[src/rtl/counter_pkg.sv]
// rtl/counter_pkg.sv - shared constants and helpers for the bounded counter family
package counter_pkg;

    localparam logic DIR_UP    = 1'b1;
    localparam logic DIR_DN    = 1'b0;
    localparam logic MODE_WRAP = 1'b0;
    localparam logic MODE_SAT  = 1'b1;

    function automatic logic in_range(
        input int unsigned val,
        input int unsigned min,
        input int unsigned max
    );
        return (val >= min) && (val <= max);
    endfunction

endpackage

[src/rtl/range_cnt_next.sv]
// rtl/range_cnt_next.sv - combinational next-count and limit-hit computation for one channel
module range_cnt_next
    import counter_pkg::*;
#(
    parameter int unsigned WIDTH = 4,
    parameter int unsigned MIN   = 3,
    parameter int unsigned MAX   = 12,
    parameter int unsigned STEP  = 1
) (
    input  logic [WIDTH-1:0] count,
    input  logic             up_dn,
    input  logic             sat,
    output logic [WIDTH-1:0] next_count,
    output logic             hit
);

    localparam logic [WIDTH-1:0] MIN_N   = WIDTH'(MIN);
    localparam logic [WIDTH-1:0] MAX_N   = WIDTH'(MAX);
    localparam logic [WIDTH-1:0] STEP_N  = WIDTH'(STEP);
    localparam logic [WIDTH:0]   STEP_W  = (WIDTH+1)'(STEP);
    localparam logic [WIDTH:0]   MAX_W   = (WIDTH+1)'(MAX);
    localparam logic [WIDTH:0]   FLOOR_W = (WIDTH+1)'(MIN + STEP);

    // One extra bit so count+STEP near the top of the range cannot overflow.
    logic [WIDTH:0] w_cnt_ext;
    logic [WIDTH:0] w_sum;

    assign w_cnt_ext = {1'b0, count};
    assign w_sum     = w_cnt_ext + STEP_W;

    always_comb begin
        next_count = count;
        hit        = 1'b0;
        if (up_dn == DIR_UP) begin
            if (w_sum <= MAX_W) begin
                next_count = w_sum[WIDTH-1:0];
            end else begin
                next_count = (sat == MODE_SAT) ? MAX_N : MIN_N;
                hit        = 1'b1;
            end
        end else begin
            if (w_cnt_ext >= FLOOR_W) begin
                next_count = count - STEP_N;
            end else begin
                next_count = (sat == MODE_SAT) ? MIN_N : MAX_N;
                hit        = 1'b1;
            end
        end
    end

endmodule

[src/rtl/range_counter.sv]
// rtl/range_counter.sv - bounded up/down counter with wrap/saturate, checked load and flags
module range_counter
    import counter_pkg::*;
#(
    parameter int unsigned WIDTH = 4,
    parameter int unsigned MIN   = 3,
    parameter int unsigned MAX   = 12,
    parameter int unsigned STEP  = 1
) (
    input  logic             clk,
    input  logic             clr_n,
    input  logic             en,
    input  logic             load,
    input  logic [WIDTH-1:0] din,
    input  logic             up_dn,
    input  logic             sat,
    output logic [WIDTH-1:0] count,
    output logic             tc,
    output logic             load_err
);

    if (!(MIN < MAX && MAX <= (1 << WIDTH) - 1 && STEP >= 1 && STEP <= MAX - MIN)) begin : g_bad_params
        $fatal(1, "range_counter: illegal MIN/MAX/STEP/WIDTH combination");
    end

    localparam logic [WIDTH-1:0] MIN_N = WIDTH'(MIN);

    logic [WIDTH-1:0] r_count;
    logic             r_tc;
    logic             r_load_err;
    logic [WIDTH-1:0] w_next;
    logic             w_hit;

    range_cnt_next #(
        .WIDTH (WIDTH),
        .MIN   (MIN),
        .MAX   (MAX),
        .STEP  (STEP)
    ) u_next (
        .count      (r_count),
        .up_dn      (up_dn),
        .sat        (sat),
        .next_count (w_next),
        .hit        (w_hit)
    );

    always_ff @(posedge clk) begin
        if (!clr_n) begin
            r_count    <= MIN_N;
            r_tc       <= 1'b0;
            r_load_err <= 1'b0;
        end else if (load) begin
            if (in_range(32'(din), MIN, MAX)) begin
                r_count    <= din;
                r_load_err <= 1'b0;
            end else begin
                r_load_err <= 1'b1;
            end
            r_tc <= 1'b0;
        end else if (!in_range(32'(r_count), MIN, MAX)) begin
            // Recover from an illegal count (e.g. power-up without clear) on any non-load cycle.
            r_count    <= MIN_N;
            r_tc       <= 1'b0;
            r_load_err <= 1'b0;
        end else if (en) begin
            r_count    <= w_next;
            r_tc       <= w_hit;
            r_load_err <= 1'b0;
        end else begin
            r_tc       <= 1'b0;
            r_load_err <= 1'b0;
        end
    end

    assign count    = r_count;
    assign tc       = r_tc;
    assign load_err = r_load_err;

endmodule

[config.mk]
export PLATFORM = sky130hd
export DESIGN_NAME = range_counter
export DESIGN_NICKNAME = d
export VERILOG_FILES = /design/src/rtl/counter_pkg.sv /design/src/rtl/range_cnt_next.sv /design/src/rtl/range_counter.sv
export SDC_FILE = /design/constraint.sdc
export NUM_CORES = 1
export LEC_CHECK = 0
export BUFFER_PORTS_ARGS = -buffer_cell sky130_fd_sc_hd__buf_2
export CAP_MARGIN = 20
export CORE_MARGIN = 2
export CORE_UTILIZATION = 44
export DETAILED_ROUTE_END_ITERATION = 10
export GPL_TIMING_DRIVEN = 0
export PLACE_DENSITY_LB_ADDON = 0.3
export SYNTH_ARGS = -nofsm -noshare
export SYNTH_HDL_FRONTEND = slang
export SYNTH_SLANG_ARGS = --single-unit
[constraint.sdc]
create_clock -name clk -period 1.85 [get_ports clk]
set_input_delay 0.37 -clock clk [delete_from_list [all_inputs] [get_ports clk]]
set_output_delay 0.37 -clock clk [all_outputs]
set_load 0.02 [all_outputs]
==> results of run 1 <==
## logic make-up (layout without fill, tap and decap cells)
group,Yosys count,after routing
fa+ha+maj,3,3
buf+inv,9,27
simple gates,27,27
flops,6,6
compound gates,30,30
mux,1,1
## cell type report
cell class,count,share of cell area
Timing Repair Buffer,15,0.106
Clock buffer,3,0.0308
Buffer,3,0.0188
Sequential cell,6,0.171
Multi-Input combinational cell,61,0.617
Inverter,6,0.0308
Tap cell,15,0.0256
## metrics by stage
step | TNS, ps | hold WS, ps
after detailed placement | -48.0 | 579
after CTS | -3.33 | 345
after global routing | 0 | 364
final | 0 | 342
after global placement | -37.6 | 573
after floorplan | 0 | 451
## flip-flops by register name (all words and copies together) (netlist names)
register and cells:
count 4, load_err 1, tc 1
## final timing paths
path / startpoint / endpoint / slack, ps / cells past startpoint
min reg2reg: count[1] / count[1] / 600 / 2
max: count[1] / count[2] / 90 / 7
min: clr_n / count[1] / 340 / 2
max reg2reg: count[1] / count[2] / 90 / 7
## worst max-delay path: stages (launching register included)
cell and delay [ps]:
dfxtp_2 410, ha_4 190, nand2b_1 150, o311ai_4 110, a21o_1 220, a221oi_2 290
o211ai_1 130, o2111a_1 160
## metal layers
metal  track usage  part of all wire
met2         0.319              0.48
met4         0.100             0.019
met5             0                 0
met3        0.0167             0.062
met1         0.257              0.44
## where the power goes
part	leakage (nW)	switching [W]	internal [W]
Sequential	0.0491	0.0000200	0.000142
Clock	0.0138	0.0000585	0.0000741
Combinational	0.261	0.000136	0.000102
Total	0.324	0.000214	0.000318
## cell usage in the layout, fill, tap and decap left out, types with 2 or more instances in the layout
cell type and n:
o211ai_1 2, nand2b_1 3, dfxtp_1 4, o21bai_1 2, a31oi_1 2, nor3_1 5, nand3_1 2, a21oi_1 6
buf_2 16, o21ai_0 6, nor3b_1 2, nor2_1 4, nand2_1 3, clkbuf_4 3, inv_1 5
## repair_timing
| item | 4_1_cts | 5_1_grt |
|---|---|---|
| buffers inserted | 0 | 1 |
| setup endpoints to repair | 1 | 4 |
| hold endpoints to repair | 0 | 0 |
| gates resized for setup | 2 | 5 |
| cloned | 0 | 0 |
| pin swaps | 0 | 1 |
==> Flow_metrics.wiki, run 1 <==
{| class="wikitable"
! Metric !! Value
|-
| DIE WIDTH || about 40 um
|-
| Iter 0 DRT Violations || 29
|-
| Share of final-layout standard cells stronger than drive strength 1 || 0.340
|-
| Net count after synthesis || 89
|-
| Core ar. || 0.00127 sq mm
|-
| Number of warnings reported in the yosys synthesis log || 0
|-
| RSZ-0062 raised after global routing || no
|-
| Count of placed standard cells in the final layout, fillers left out || between 100 and 150
|-
| Total GRT Usage || 0.196
|-
| Post-detailed-route via-to-cell ratio || 5.94
|-
| CTS tree || built
|-
| Type of the worst setup path || reg2reg
|-
| Cell taking the most area after synthesis || dfxtp_1
|-
| Top cells by instance count after synthesis || a21oi_1, dfxtp_1, o21ai_0, inv_1, nor3_1
|-
| Skew final || 12.7 ps
|-
| Die ar. || 0.00162 sq mm
|-
| Share of the clock period used by the worst path after layout || 0.954
|-
| Critical Path Sink Type || register
|-
| Num ports || 16
|-
| Slew margin rel. || 0.782
|-
| Area overhead of the layout relative to synthesis || 26.6%
|-
| Number of cell rows || 13
|-
| Leakage power figure || ~0.32 nW
|-
| Number of max-capacitance violations reported || 0
|-
| Overall Power || 0.000533 W
|-
| Main flop type after synthesis || dfxtp_1
|-
| Dominant combinational cell family by area after synthesis || compound AO/OA/AOI/OAI gates
|-
| Xor-xnor portion of the synthesized cell area || 0
|-
| Post-synthesis adder-cell area fraction || 0.0649
|-
| Gate count after technology mapping || 76
|-
| Number of buffers on the longest clock path || 2
|-
| Hold buffer count at CTS || 0
|-
| DRC errors left || 0
|-
| Count of port buffers added during placement || 14
|-
| Die outline height || 40.2 um
|-
| Number of placed cells counting well taps || 105
|-
| HPWL after DPL || ~1100 um
|-
| Worst Path Max Fanout || 7
|-
| Multiplexer share of the synthesized area || 0.0173
|-
| Clock tree root buffer cell || clkbuf_4
|-
| Antenna Nets Post-Route || 0
|-
| Post-Place Worst Slack || -48.0 ps
|-
| Run status || finished clean
|-
| Filler cells || between 100 and 150
|-
| Number of antenna violations at the first check in global routing || 0
|-
| Net total in the final layout || 109
|-
| Final Slew Violations || 0
|-
| Total count of hold-check failures in the final report || 0
|-
| Fraction of registers with async set or reset after synthesis || 0
|-
| Most repeated cell in the gate-level netlist after synthesis || a21oi_1
|-
| Syn avg cell area || 7.61 sq um
|-
| Initial Utilization || 0.456
|-
| Post-detailed-route wirelength per cell || approximately 14 um
|-
| Sequential element share of the synthesized area || 0.208
|-
| Total power divided by cell area || 728 mW/mm^2
|-
| Multi-input combinational cell area || 452 sq um
|-
| Iteration count of the initial detailed-routing pass || 4
|-
| Total standard cell area after synthesis || 578 sq um
|-
| Number of buffers created by CTS || 3
|-
| Worst Path Arrival || between 1500 and 2000 ps
|-
| Worst setup SP type || register
|-
| VDD IR max || 0.460 mV
|-
| Post-Layout Inst Area || 732 sq um
|-
| Routability congestion estimate from global placement || 0.805
|-
| Worst slew pin tran || 327 ps
|-
| Maximum frequency from static timing analysis || 567 MHz
|-
| Largest net degree at the start of global routing || 11
|-
| Number of endpoints failing setup at the final stage || 0
|-
| Vias || 648
|-
| Post-Route WL || 1520 um
|-
| Number of flip-flops and latches in the synthesized netlist || 6
|-
| First-pass GRT wire length || 2080 um
|-
| Clock H-tree levels || 1
|-
| Total congestion overflow || 0
|-
| Final core utilization || 0.577
|-
| Number of synthesized flops with an enable pin || 0
|-
| Area fraction of the dominant cell type after synthesis || 0.208
|-
| Largest cells by area after synthesis || dfxtp_1, ha_1, a21oi_1
|-
| FF/Latch Area || 125 sq um
|-
| TritonCTS Sinks || 6
|-
| Diode insertion count for antenna repair || 0
|-
| Data required time at the worst endpoint || 2000 ps
|-
| Compound-Gate Fraction of Synth Area || 0.387
|-
| Minimum clock period after layout || 1760 ps
|-
| Simple logic cell fraction of the synthesized area || 0.260
|-
| Via count of the first global-routing pass || 497
|-
| Setup ws final || 85.3 ps
|-
| Placement-stage cell area || 669 sq um
|-
| Clock network latency to the later pin of the worst-skew pair || 260 ps
|-
| Clock transition at path regs || 60 ps
|-
| Count of distinct cell types in the synthesized netlist || 35
|-
| Class of the tightest hold or removal check || in2reg
|}
Power figures use the tool's default switching activity.
==> run 2: changes to the inputs <==
--- a/config.mk
+++ b/config.mk
@@ -7,8 +7,10 @@
 export LEC_CHECK = 0
 export BUFFER_PORTS_ARGS = -buffer_cell sky130_fd_sc_hd__buf_2
 export CAP_MARGIN = 20
+export CELL_PAD_IN_SITES_DETAIL_PLACEMENT = 0
+export CELL_PAD_IN_SITES_GLOBAL_PLACEMENT = 1
 export CORE_MARGIN = 2
-export CORE_UTILIZATION = 44
+export CORE_UTILIZATION = 32
 export DETAILED_ROUTE_END_ITERATION = 10
 export GPL_TIMING_DRIVEN = 0
 export PLACE_DENSITY_LB_ADDON = 0.3
==> run 2 against run 1 <==
  * Worst hold slack improved by 33 ps
  * Clock skew decreased by 7.7 ps
  * Final cell count increased by 8.3%
  * Via count decreased by 4.0%
  * Combinational power decreased by 3%
  * Die area increased by 34%
==> Flow_metrics.wiki, run 2 (synthesis results as in run 1) <==
{| class="wikitable"
! Metric !! Value
|-
| Type of the worst setup path || reg2reg
|-
| Class of the tightest hold or removal check || in2reg
|-
| Setup ws final || 130 ps (+45.0 ps)
|-
| Max Used Layer || met3
|-
| Clock H-tree levels || 1 (unchanged)
|-
| TritonCTS Sinks || 6 (unchanged)
|-
| Number of buffers on the longest clock path || 2 (unchanged)
|-
| Worst setup SP type || register
|-
| CP max-delay cell || dfxtp_4
|-
| Data required time at the worst endpoint || 1980 ps (-20 ps)
|-
| Routability congestion estimate from global placement || 0.812 (+0.84%)
|-
| Worst Path Arrival || 1850 ps (-70 ps)
|-
| Leakage power figure || 0.319 nW (-1.4%)
|-
| Iter 0 DRT Violations || 11 (-62%)
|-
| Iteration count of the initial detailed-routing pass || 4 (unchanged)
|-
| Share of the clock period used by the worst path after layout || 0.930 (-0.0243)
|-
| Diode insertion count for antenna repair || 0 (unchanged)
|-
| Run status || finished clean
|-
| Total count of hold-check failures in the final report || 0 (unchanged)
|-
| Largest net degree at the start of global routing || 11 (unchanged)
|-
| Critical path's top delay family || compound AO/OA/AOI/OAI gates
|-
| Number of buffers created by CTS || 3 (unchanged)
|-
| Worst Path Max Fanout || 9 (+2)
|-
| Post-detailed-route via-to-cell ratio || 5.27 (-11%)
|-
| Most frequent standard cell in the layout excluding fill and tap cells || buf_2
|-
| Via count of the first global-routing pass || 512 (+3.0%)
|-
| Number of placed cells counting well taps || 115 (+9.5%)
|-
| Total power divided by cell area || 699 mW/mm^2 (-3.9%)
|-
| Maximum frequency from static timing analysis || 581 MHz (+2.6%)
|-
| Total congestion overflow || 0 (unchanged)
|-
| Worst hold margin || 375 ps (+33.1 ps)
|-
| Area overhead of the layout relative to synthesis || 26.8%
|-
| CP Cell Sequence || ha_4, nand2b_1, o311ai_4, a21o_1, a221oi_2, o211ai_1, o2111a_1
|-
| Antenna Nets Post-Route || 0 (unchanged)
|-
| Max reg flops || 4 (unchanged)
|-
| Total met2 wirelength after detailed routing || 667 um (-8.0%)
|-
| Slew margin rel. || 0.744 (-0.0378)
|-
| Overall Power || 0.000513 W (-3.7%)
|-
| Count of placed standard cells in the final layout, fillers left out || 118 (+8.3%)
|-
| First-pass GRT wire length || 2320 um (+11%)
|-
| VDD IR max || 0.203 mV (-56%)
|-
| Vias || 622 (-4.0%)
|-
| Detailed route wirelength on metal3 || 67 um (-29%)
|-
| Core ar. || 0.00171 sq mm (+35%)
|-
| Final Slew Violations || 0 (unchanged)
|-
| Worst path buffer plus inverter count || 0 (unchanged)
|-
| Post-Route WL || 1470 um (-3.2%)
|-
| Initial Utilization || 0.338 (-0.117)
|-
| Net total in the final layout || 108 (-0.92%)
|-
| Clock network latency to the later pin of the worst-skew pair || 240 ps (-20 ps)
|-
| RSZ-0062 raised after global routing || no
|-
| Num ports || 16 (unchanged)
|-
| Clock transition at path regs || 50 ps (about the same)
|-
| Worst slew pin tran || 380 ps (+53.2 ps)
|-
| Post-Place Worst Slack || -59.2 ps (-11.1 ps)
|-
| Number of cell rows || 15 (+2)
|-
| Number of endpoints failing setup at the final stage || 0 (unchanged)
|-
| DRC errors left || 0 (unchanged)
|-
| DIE WIDTH || 46.5 um (+16%)
|-
| Total GRT Usage || 0.148 (-0.0484)
|-
| Share of final-layout standard cells stronger than drive strength 1 || 0.323 (-0.0178)
|-
| Number of antenna violations at the first check in global routing || 0 (unchanged)
|-
| Die outline height || 46.5 um (+16%)
|-
| Clock tree root buffer cell || clkbuf_4
|-
| HPWL after DPL || 1070 um (-2.0%)
|-
| Post-detailed-route wirelength per cell || 12.5 um (-11%)
|-
| Length of routed wiring on met1 || 734 um (+9.6%)
|-
| Count of port buffers added during placement || 14 (unchanged)
|-
| Number of max-capacitance violations reported || 0 (unchanged)
|-
| Skew final || 4.93 ps (-7.75 ps)
|-
| Critical Path Sink Type || register
|-
| Die ar. || 0.00216 sq mm (+34%)
|-
| CTS tree || built
|-
| Most frequent cells in the layout || buf_2, a21oi_1, o21ai_0
|-
| Highest cell delay on the worst timing path || 410 ps (about the same)
|-
| Minimum clock period after layout || 1720 ps (-45.0 ps)
|-
| Total negative slack for setup checks || 0 ps (unchanged)
|}
run 2: changes by cell type in the layout (fill, tap and decap cells not counted), sizes merged:
cell,delta
buf,-1
run 2: per-stage QoR:
stage          instance area (sq um)   util
5_1_grt                          733  0.429
2_1_floorplan                    581      -
4_1_cts                          719  0.421
6_report                         733  0.429
3_5_place_dp                     682  0.399
3_3_place_gp                     682  0.399
run 2: metal layers:
metal  GRT usage  vias to the layer above
met5           0                        -
met4      0.0514                        0
met3      0.0471                        0
met2       0.194                       17
met1       0.220                      281
li1            -                      324
run 2: repair_timing:
action,in CTS,in global routing
hold buffers,0,0
resized for setup,3,4
setup buffers,0,0
endpoints found under the setup margin,1,4
pin swaps,0,1
run 2: worst paths after layout:
kind | endpoint | slack (ps) | cells after the start | start
min reg2reg | count[1] | 610 | 2 | count[1]
max | count[2] | 130 | 7 | count[0]
min | count[1] | 380 | 2 | clr_n
max reg2reg | count[2] | 130 | 7 | count[0]
run 2: final cells by class:
cell class,instances,area (sq um)
Fill cell,181,975
Multi-Input combinational cell,61,445
Sequential cell,6,128
Timing Repair Buffer,14,70.1
Tap cell,25,31.3
Clock buffer,3,22.5
Inverter,6,22.5
Buffer,3,13.8
run 2: power breakdown:
part / switching (W) / internal (W) / leakage (nW) / total, W
registers: 0.0000218 / 0.000142 / 0.0495 / 0.000164
logic: 0.000132 / 0.0000982 / 0.256 / 0.000231
clock network: 0.0000447 / 0.0000732 / 0.0138 / 0.000118
total: 0.000199 / 0.000314 / 0.319 / 0.000513
